<file path="src/rtl/readout_ctrl_pkg.sv">
// Shared types and FIFO word layout for the readout sequencer.
// The layout helpers take NSAMP_W so every user derives identical field offsets.
package readout_ctrl_pkg;

    typedef enum logic {
        IDLE = 1'b0,
        RUN  = 1'b1
    } state_t;

    localparam int LANE_W    = 72;
    localparam int PIPE_LAT  = 4;
    localparam int FREQ_LSB  = 0;
    localparam int PHASE_LSB = 32;
    localparam int NSAMP_LSB = 64;

    function automatic int outsel_lsb(input int nsamp_w);
        return 64 + nsamp_w;
    endfunction

    function automatic int phrst_bit(input int nsamp_w);
        return 66 + nsamp_w;
    endfunction

    function automatic int mode_bit(input int nsamp_w);
        return 67 + nsamp_w;
    endfunction

    function automatic int fifo_w(input int nsamp_w);
        return 68 + nsamp_w;
    endfunction

    // Cycles left after the load cycle; a zero nsamp still plays for one clock.
    function automatic logic [31:0] dur_m1(input logic [31:0] nsamp);
        return (nsamp == 32'd0) ? 32'd0 : nsamp - 32'd1;
    endfunction

endpackage

</file>
<file path="src/rtl/readout_phase_lane.sv">
// One DDS lane: registers freq*LANE_IDX and the shared base phase, then sums them.
// The output phase only updates on the pipelined load strobe and holds otherwise.
module readout_phase_lane
    import readout_ctrl_pkg::*;
#(
    parameter int LANE_IDX = 0
) (
    input  logic        clk,
    input  logic        rst,
    input  logic [31:0] freq,
    input  logic [31:0] base,
    input  logic        ld,
    output logic [31:0] phase
);

    logic [31:0] fi_q;
    logic [31:0] base_q;
    logic [31:0] phase_q;

    always_ff @(posedge clk) begin
        if (rst) begin
            fi_q    <= '0;
            base_q  <= '0;
            phase_q <= '0;
        end else begin
            fi_q   <= freq * 32'(LANE_IDX);
            base_q <= base;
            if (ld) begin
                phase_q <= base_q + fi_q;
            end
        end
    end

    assign phase = phase_q;

endmodule

</file>
<file path="src/rtl/readout_ctrl_v3.sv">
// Readout sequencer: pops command words from a FWFT FIFO and drives N_DDS lane control words.
// Optional build macro READOUT_CTRL_TSTAMP_EN adds tstamp_o / tstamp_valid_o.
//
// state | meaning
// IDLE  | no word playing; pops as soon as the FIFO is non-empty
// RUN   | holding a word for max(nsamp,1) clocks; reloads, replays or returns to IDLE at cnt==0
module readout_ctrl_v3
    import readout_ctrl_pkg::*;
#(
    parameter int N_DDS   = 16,
    parameter int NSAMP_W = 16,
    parameter int FIFO_W  = 68 + NSAMP_W
) (
    input  logic                      clk,
    input  logic                      rst,
    output logic                      fifo_rd_en_o,
    input  logic                      fifo_empty_i,
    input  logic [FIFO_W-1:0]         fifo_dout_i,
    output logic [N_DDS*LANE_W-1:0]   dds_ctrl_o,
    output logic [1:0]                outsel_o,
    output logic                      busy_o
`ifdef READOUT_CTRL_TSTAMP_EN
    ,
    output logic [31:0]               tstamp_o,
    output logic                      tstamp_valid_o
`endif
);

    localparam int OUTSEL_LSB = outsel_lsb(NSAMP_W);
    localparam int PHRST_BIT  = phrst_bit(NSAMP_W);
    localparam int MODE_BIT   = mode_bit(NSAMP_W);

    logic [31:0]        in_freq;
    logic [31:0]        in_phase;
    logic [NSAMP_W-1:0] in_nsamp;
    logic [1:0]         in_outsel;
    logic               in_phrst;
    logic               in_mode;

    assign in_freq   = fifo_dout_i[FREQ_LSB +: 32];
    assign in_phase  = fifo_dout_i[PHASE_LSB +: 32];
    assign in_nsamp  = fifo_dout_i[NSAMP_LSB +: NSAMP_W];
    assign in_outsel = fifo_dout_i[OUTSEL_LSB +: 2];
    assign in_phrst  = fifo_dout_i[PHRST_BIT];
    assign in_mode   = fifo_dout_i[MODE_BIT];

    state_t             state_q;
    state_t             state_nxt;
    logic [NSAMP_W-1:0] cnt_q;
    logic [31:0]        cnt_n_q;
    logic [31:0]        t0_q;

    logic [31:0]        h_freq;
    logic [31:0]        h_phase;
    logic [NSAMP_W-1:0] h_nsamp;
    logic [1:0]         h_outsel;
    logic               h_phrst;
    logic               h_mode;

    logic               pop;
    logic               replay;
    logic               load;

    always_ff @(posedge clk) begin
        if (rst) begin
            state_q <= IDLE;
        end else begin
            state_q <= state_nxt;
        end
    end

    always_comb begin
        state_nxt = state_q;
        case (state_q)
            IDLE: begin
                if (!fifo_empty_i) begin
                    state_nxt = RUN;
                end
            end
            RUN: begin
                if ((cnt_q == '0) && fifo_empty_i && !h_mode) begin
                    state_nxt = IDLE;
                end
            end
            default: state_nxt = IDLE;
        endcase
    end

    // Pops are gated by rst so a reset landing mid-word never consumes a FIFO entry.
    always_comb begin
        pop    = 1'b0;
        replay = 1'b0;
        if (!rst) begin
            case (state_q)
                IDLE: pop = !fifo_empty_i;
                RUN: begin
                    if (cnt_q == '0) begin
                        if (!fifo_empty_i) begin
                            pop = 1'b1;
                        end else if (h_mode) begin
                            replay = 1'b1;
                        end
                    end
                end
                default: begin
                    pop    = 1'b0;
                    replay = 1'b0;
                end
            endcase
        end
        load         = pop | replay;
        fifo_rd_en_o = pop;
        busy_o       = (state_q == RUN);
    end

    always_ff @(posedge clk) begin
        if (rst) begin
            cnt_q    <= '0;
            cnt_n_q  <= '0;
            t0_q     <= '0;
            h_freq   <= '0;
            h_phase  <= '0;
            h_nsamp  <= '0;
            h_outsel <= '0;
            h_phrst  <= 1'b0;
            h_mode   <= 1'b0;
        end else begin
            cnt_n_q <= cnt_n_q + 32'(N_DDS);
            if (pop) begin
                h_freq   <= in_freq;
                h_phase  <= in_phase;
                h_nsamp  <= in_nsamp;
                h_outsel <= in_outsel;
                h_phrst  <= in_phrst;
                h_mode   <= in_mode;
                cnt_q    <= NSAMP_W'(dur_m1(32'(in_nsamp)));
            end else if (replay) begin
                cnt_q <= NSAMP_W'(dur_m1(32'(h_nsamp)));
            end else if (cnt_q != '0) begin
                cnt_q <= cnt_q - NSAMP_W'(1);
            end
            if (load) begin
                t0_q <= cnt_n_q;
            end
        end
    end

    // Stage 2: shared base phase and lane increment; stage 3 lives partly in the lanes.
    logic [PIPE_LAT-1:0] ld_pipe;
    logic [31:0]         freq_d2;
    logic [31:0]         base_d2;
    logic [31:0]         pinc_d2;
    logic [1:0]          outsel_d2;
    logic [31:0]         pinc_d3;
    logic [1:0]          outsel_d3;
    logic [31:0]         pinc_q;
    logic [1:0]          outsel_q;

    always_ff @(posedge clk) begin
        if (rst) begin
            ld_pipe   <= '0;
            freq_d2   <= '0;
            base_d2   <= '0;
            pinc_d2   <= '0;
            outsel_d2 <= '0;
            pinc_d3   <= '0;
            outsel_d3 <= '0;
            pinc_q    <= '0;
            outsel_q  <= '0;
        end else begin
            ld_pipe   <= {ld_pipe[PIPE_LAT-2:0], load};
            freq_d2   <= h_freq;
            base_d2   <= h_phrst ? h_phase : (h_phase + h_freq * t0_q);
            pinc_d2   <= h_freq * 32'(N_DDS);
            outsel_d2 <= h_outsel;
            pinc_d3   <= pinc_d2;
            outsel_d3 <= outsel_d2;
            if (ld_pipe[PIPE_LAT-2]) begin
                pinc_q   <= pinc_d3;
                outsel_q <= outsel_d3;
            end
        end
    end

`ifdef READOUT_CTRL_TSTAMP_EN
    logic [31:0] t0_d2;
    logic [31:0] t0_d3;
    logic [31:0] tstamp_q;

    always_ff @(posedge clk) begin
        if (rst) begin
            t0_d2    <= '0;
            t0_d3    <= '0;
            tstamp_q <= '0;
        end else begin
            t0_d2 <= t0_q;
            t0_d3 <= t0_d2;
            if (ld_pipe[PIPE_LAT-2]) begin
                tstamp_q <= t0_d3;
            end
        end
    end

    assign tstamp_o       = tstamp_q;
    assign tstamp_valid_o = ld_pipe[PIPE_LAT-1];
`endif

    logic [31:0] lane_phase [N_DDS];

    for (genvar g = 0; g < N_DDS; g++) begin : g_lane
        readout_phase_lane #(
            .LANE_IDX(g)
        ) u_lane (
            .clk   (clk),
            .rst   (rst),
            .freq  (freq_d2),
            .base  (base_d2),
            .ld    (ld_pipe[PIPE_LAT-2]),
            .phase (lane_phase[g])
        );
        assign dds_ctrl_o[g*LANE_W +: LANE_W] = {7'h00, ld_pipe[PIPE_LAT-1], lane_phase[g], pinc_q};
    end

    assign outsel_o = outsel_q;

endmodule

</file>
<file path="config.mk">
export PLATFORM = sky130hd
export DESIGN_NAME = readout_ctrl_v3
export DESIGN_NICKNAME = d
export VERILOG_FILES = /design/src/rtl/readout_ctrl_pkg.sv /design/src/rtl/readout_phase_lane.sv /design/src/rtl/readout_ctrl_v3.sv
export SDC_FILE = /design/constraint.sdc
export NUM_CORES = 2
export LEC_CHECK = 0
export CAP_MARGIN = 20
export CORE_AREA = 2 2 485 487
export CTS_CLUSTER_DIAMETER = 200
export DETAILED_ROUTE_END_ITERATION = 8
export DIE_AREA = 0 0 487 489
export PLACE_DENSITY = 0.55
export SLEW_MARGIN = 10
export SYNTH_ARGS = -nofsm -noshare
export SYNTH_HDL_FRONTEND = slang
export SYNTH_SLANG_ARGS = --single-unit
</file>
<file path="constraint.sdc">
create_clock -name clk -period 11.7 [get_ports clk]
set_input_delay 2.34 -clock clk [delete_from_list [all_inputs] [get_ports clk]]
set_output_delay 2.34 -clock clk [all_outputs]
set_load 0.01 [all_outputs]
</file>
# Word-level counts from Yosys, hierarchy flattened
# Cells that the tools add are included.
# totals
register_bits,1359
in_bits,87
output_inout_bits,1156
# op_classes
add_sub_neg,20
mul,12
mux,17
n_bitwise,2
reduce_logical,9
# op_table
operator,n
32-bit adder,16
32-bit by 4-bit multiplier with 32-bit output (second input constant),4
16-bit 2-to-1 mux,5
32-bit by 3-bit multiplier with 31-bit output (second input constant),2
32-bit by 3-bit multiplier with 32-bit output (second input constant),2
16-bit logical NOT,3
16-bit by 1-bit subtractor with 16-bit output (second input constant),3
32-bit by 5-bit adder with 32-bit output (second input constant),1
32-bit by 2-bit multiplier with 30-bit output (second input constant),1
32-bit by 2-bit multiplier with 31-bit output (second input constant),1
32-bit by 2-bit multiplier with 32-bit output (second input constant),1
32-bit by 32-bit multiplier with 32-bit output,1
32-bit 2-to-1 mux,1
16-bit nonzero test,1
1-bit 2-to-1 mux,9
1-bit one-hot mux with 2 select lines,2
3-bit nonzero test,1
1-bit logical AND,2
1-bit logical NOT,2
1-bit inverter,1
1-bit bitwise OR,1

# Logic depth before layout (Yosys ltp)
# logic_depth
ltp_word,7
mapped_depth,30
depth_no_buf,28

# Hierarchy
# A second synthesis with hierarchy kept.
# hier_totals
cells_unflattened,13841
area_unflattened_um2,121347.6
# by_module_without_submodules
module,n_inst,cells_per_inst,area_per_inst_um2,seq_area_each_um2
readout_ctrl_v3,1,3265,28753.8,5745.5
readout_phase_lane at g_lane[13].u_lane,1,949,7704.9,1921.8
readout_phase_lane at g_lane[15].u_lane,1,844,7504.7,1921.8
readout_phase_lane at g_lane[11].u_lane,1,871,7333.3,1921.8
readout_phase_lane at g_lane[7].u_lane,1,790,6836.6,1921.8
readout_phase_lane at g_lane[14].u_lane,1,758,6726.5,1901.8
readout_phase_lane at g_lane[5].u_lane,1,746,6434.9,1921.8
readout_phase_lane at g_lane[9].u_lane,1,705,6139.6,1921.8
readout_phase_lane at g_lane[10].u_lane,1,700,6102.1,1901.8
readout_phase_lane at g_lane[3].u_lane,1,727,6085.8,1921.8
readout_phase_lane at g_lane[6].u_lane,1,700,5930.7,1901.8
readout_phase_lane at g_lane[12].u_lane,1,693,5855.6,1881.8
readout_phase_lane at g_lane[2].u_lane,1,485,4590.7,1901.8
readout_phase_lane at g_lane[1].u_lane,1,493,4509.3,1921.8
+3 rows,n/a,n/a,n/a,n/a

# Least setup slack after synthesis
# No wires, ideal clock.
# synth_timing
kind,register -> register
from,register h_freq[8]
to,register base_d2[31]
setup_time_ps,116
arrival_ps,6996
slack_ps,4587
stages_incl_launch_ff,28
n_path_buf,2
cell_sequence,dfxtp_1 > clkbuf_1 > clkbuf_1 > nand2_1 > fa_1 > inv_1 > fa_1 > fa_1 > inv_1 > fa_1 > inv_1 > fa_1 > fa_1 > fa_1 > inv_1 > fa_1 > inv_1 > ha_1 > a21o_1 > a21oi_1 > o21ai_0 > a21oi_1 > o21ai_0 > a211o_1 > a21bo_2 > a21oi_1 > xnor2_1 > o211a_1
# synth_via
elab_chain_cells,3
# synth_lines
item,line_no,rtl
from (decl),readout_ctrl_v3.sv:53,logic [31:0] h_freq;
from (signal assigned),readout_ctrl_v3.sv:130,h_freq <= in_freq;
32-bit by 32-bit multiplier with 32-bit output,readout_ctrl_v3.sv:173,base_d2 <= h_phrst ? h_phase : (h_phase + h_freq * t0_q);
32-bit adder,readout_ctrl_v3.sv:173,
32-bit 2-to-1 mux,readout_ctrl_v3.sv:173,
to (signal assigned),readout_ctrl_v3.sv:173,
to (decl),readout_ctrl_v3.sv:151,logic [31:0] base_d2;
# No other way between the ends.
# A chain may end at the register's enable or synchronous reset.

# Final worst setup path
# layout_timing
from,register t0_q[5]
to,register base_d2[31]
# layout_via
elab_chain_cells,3
# layout_lines
item,line_no,rtl
from (decl),readout_ctrl_v3.sv:51,logic [31:0] t0_q;
from (signal assigned),readout_ctrl_v3.sv:143,t0_q <= cnt_n_q;
32-bit by 32-bit multiplier with 32-bit output,readout_ctrl_v3.sv:173,
32-bit adder,readout_ctrl_v3.sv:173,
32-bit 2-to-1 mux,readout_ctrl_v3.sv:173,
# No other way between the ends.

==> run_results.csv <==
group,metric,value,unit
status,status,"completed",
clocking,cts_hold_buf,0,
drt,wl_per_cell,23.9,um
power_and_ir_drop,combPwrFrac,22.1,%
clocking,path_clk_slew,0.06,ns
clocking,post_cts_resized,0,
sta,max_slew_margin,22.7,%
synthesis,synth_compound_area_share,15.2,%
power_and_ir_drop,power_leakage,0.0444,uW
job,cap_violations,0,
layout,final_common_cell,"clkdlybuf4s50_1",
synthesis,syn-cell-area,84100,sq um
layout,syn2layout_area_growth,17.4,%
synthesis,yosysSeqAreaShare,24.0,%
drt,postRouteAntennaNets,0,
drt,num_vias,70747,
floorplan,start_util,36.0,%
drt,via_per_inst,5.21,
floorplan,coreArea,234000,sq um
synthesis,synth_cells,9862,
sta,skew,0.0358,ns
critical_path,cp-start-kind,"flop",
critical_path,path_cells,"and2_1 -> fa_1 -> fa_1 -> fa_1 -> inv_1 -> fa_1 -> inv_1 -> fa_1 -> fa_1 -> fa_1 -> inv_1 -> fa_1 -> inv_1 -> ha_1 -> a21o_1 -> a21oi_1 -> o21ai_0 -> a21oi_1 -> o21ai_0 -> a211o_1 -> a21bo_2 -> a21oi_1 -> xnor2_1 -> o211a_1",
critical_path,cp_common_cell,"fa_1",
critical_path,critPathCaptureType,"flop",
sta,tns,0,ns
global_routing,overflow,0,
drt,drc_errors,0,
place,pre_cts_slack,3.62,ns
power_and_ir_drop,power.internal,7050,uW
clocking,cts_setup_buffers,0,
sta,max_freq,123,MHz
critical_path,crit_slowest_cell,"dfxtp_1",
sta,rsz0062_at_grt,"false",
sta,finalHoldViolCount,0,
synthesis,synthAdderAreaFrac,24.1,%
synthesis,synthArstFlopShare,0,%
clocking,cts_sinks,1008,
clocking,clk-insertion-delay-late,0.80,ns
global_routing,grt_pass1_vias,70797,
floorplan,dieArea,238000,sq um
place,globalplace.congestion,0.952,
drt,drt_iter0_drc,4156,
global_routing,antenna_found_initial,15,
layout,regArea,20200,sq um
critical_path,arrival,8.80,ns
floorplan,ioPinCount,1243,
clocking,htreeDepth,4,
sta,layout_setup_ws,3.58,ns
global_routing,grt_max_degree,130,
critical_path,max_stage_delay,1.04,ns
layout,layout_common_cells,"clkdlybuf4s50_1, dfxtp_1, nor2_1, ha_1, inv_1",
synthesis,yosysUniqueCellTypes,91,
synthesis,synth_top_family_by_area,"adder cells",
floorplan,die_y,489,um
sta,fin_crit_sh,69.4,%
synthesis,ys_seq_elements,1008,
drt,dr.pass1.iters,6,
power_and_ir_drop,finalPower,10400,uW
clocking,cts_buffers,131,
floorplan,die_w,487,um
min_path,hold_class,"flop to flop",
place,hpwl,258,mm
synthesis,post_synth_mux_area_share,3.46,%
sta,tightestPinTransition,1.13,ns
synthesis,synth-simple-area-share,15.4,%
power_and_ir_drop,seqPwrFrac,36.9,%
clocking,cts_tree,"yes",
critical_path,path_class,"flop to flop",
synthesis,synth_warnings,0,
critical_path,required,12.38,ns
global_routing,grt.total_usage,26.4,%
sta,finalMaxSlewViolations,0,
synthesis,synth_flop_cell,"dfxtp_1",
layout,drive_above_1_share,4.33,%
power_and_ir_drop,switching_share,32.5,%
global_routing,grt_first_pass_wirelength,465,mm
clocking,root_buffer,"clkbuf_16",
drt,drt_wl_total,325,mm
layout,multiInputGateArea,55500,sq um
layout,finalNetCount,11830,
power_and_ir_drop,p_clk_share,41.0,%
floorplan,rows,178,
place,numPortBuffers,1066,
power_and_ir_drop,cellPowerDensity,106,nW/um^2
synthesis,synthXorXnorAreaFrac,6.96,%
power_and_ir_drop,ir_drop,0.136,mV
clocking,clk_path_buf_depth,3,
critical_path,critPathMaxFanout,28,
sta,finalSetupViolCount,0,
layout,design_area,98800,sq um
sta,finalCriticalPeriod,8.12,ns
place,place_area,94200,sq um
power_and_ir_drop,switching_power,3390,uW
synthesis,syn_avg_cell_area,8.53,sq um
synthesis,synth_edf_count,0,
layout,n_fill_cell,23174,
-- worst max-delay path: cells and delay by family, from the launching register on --
kind / cells / cell delay [ns]
fa+ha+maj: 9 / 4.40
xor+xnor: 1 / 0.09
buf+inv: 4 / 0.20
simple gates: 1 / 0.26
flops: 1 / 1.04
compound gates: 9 / 1.99
-- registers in the layout, summed over array words and instances (netlist names), 32 cells and up --
| name | flops |
|---|---|
| g_lane.u_lane.phase | 478 |
| h_phase | 32 |
| h_freq | 32 |
| base_d2 | 32 |
| g_lane.u_lane.base_q | 32 |
| freq_d2 | 32 |
| g_lane.u_lane.fi_q | 239 |
-- synthesized netlist by cell type, drive strengths merged, types with 270 or more instances --
master	n	area share, %
a21oi	664	4.0
and2	295	2.2
ha	857	13
xnor2	399	4.2
buf	679	6.0
o21ai	394	2.3
inv	824	3.7
nor2	993	4.5
xor2	270	2.8
dfxtp	1008	24
nand2	681	3.0
fa	478	11
-- cells by family (layout without fill, tap and decap cells) --
kind of cell / count (synthesis) / count (layout)
XOR/XNOR: 669 / 669
adder cells (fa/ha/maj): 1335 / 1335
AO/OA/AOI/OAI: 2019 / 2019
other: 1 / 186
flip-flops: 1008 / 1008
multiplexers: 286 / 286
buffers and inverters: 1768 / 2243
AND/OR/NAND/NOR: 2776 / 2776
-- final timing paths --
check                        start                     end  slack, ns  cells past startpoint
min          ld_pipe[1]$_SDFF_PP0_   ld_pipe[2]$_SDFF_PP0_       0.42                      1
max reg2reg   t0_q[5]$_SDFFE_PP0P_  base_d2[31]$_SDFF_PP0_       3.58                     24
max           t0_q[5]$_SDFFE_PP0P_  base_d2[31]$_SDFF_PP0_       3.58                     24
min reg2reg  ld_pipe[1]$_SDFF_PP0_   ld_pipe[2]$_SDFF_PP0_       0.42                      1
-- layout make-up --
type	instances	area share (%)
sequential	1008	20.4
clock inverter	51	0.708
timing repair buffer	1181	11.7
antenna	10	0.0253
clock buffer	186	3.85
multi-input combinational	7261	56.2
inverter	825	3.14
tap	3060	3.88
-- metal layers --
layer | global-route usage (%) | wire length [um] | vias to the layer above
li1 | - | - | 33630
met1 | 31.3 | 132000 | 34548
met2 | 46.4 | 159000 | 2014
met3 | 3.37 | 14800 | 549
met4 | 13.8 | 19100 | 6
met5 | 0 | 42 | -
-- power by group through the flow --
stage / Clock (uW) / Sequential [uW] / Combinational (uW)
floorplan: 0 / 3840 / 1600
global placement: 0 / 3920 / 2280
detailed placement: 0 / 3930 / 2290
CTS: 4390 / 3850 / 2310
global route: 4510 / 3870 / 2540
finish: 4280 / 3850 / 2310
-- per-stage QoR --
| step | utilization, % | cells | hold WS, ns |
|---|---|---|---|
| 3_5_place_dp | 40.3 | 13334 | 0.423 |
| 3_3_place_gp | 40.3 | 13333 | 0.422 |
| 4_1_cts | 42.3 | 13571 | 0.433 |
| 6_report | 42.3 | 13582 | 0.418 |
| 5_1_grt | 42.3 | 13574 | 0.450 |
| 2_1_floorplan | - | 10037 | 0.414 |
(Power assumes the default switching activity.)
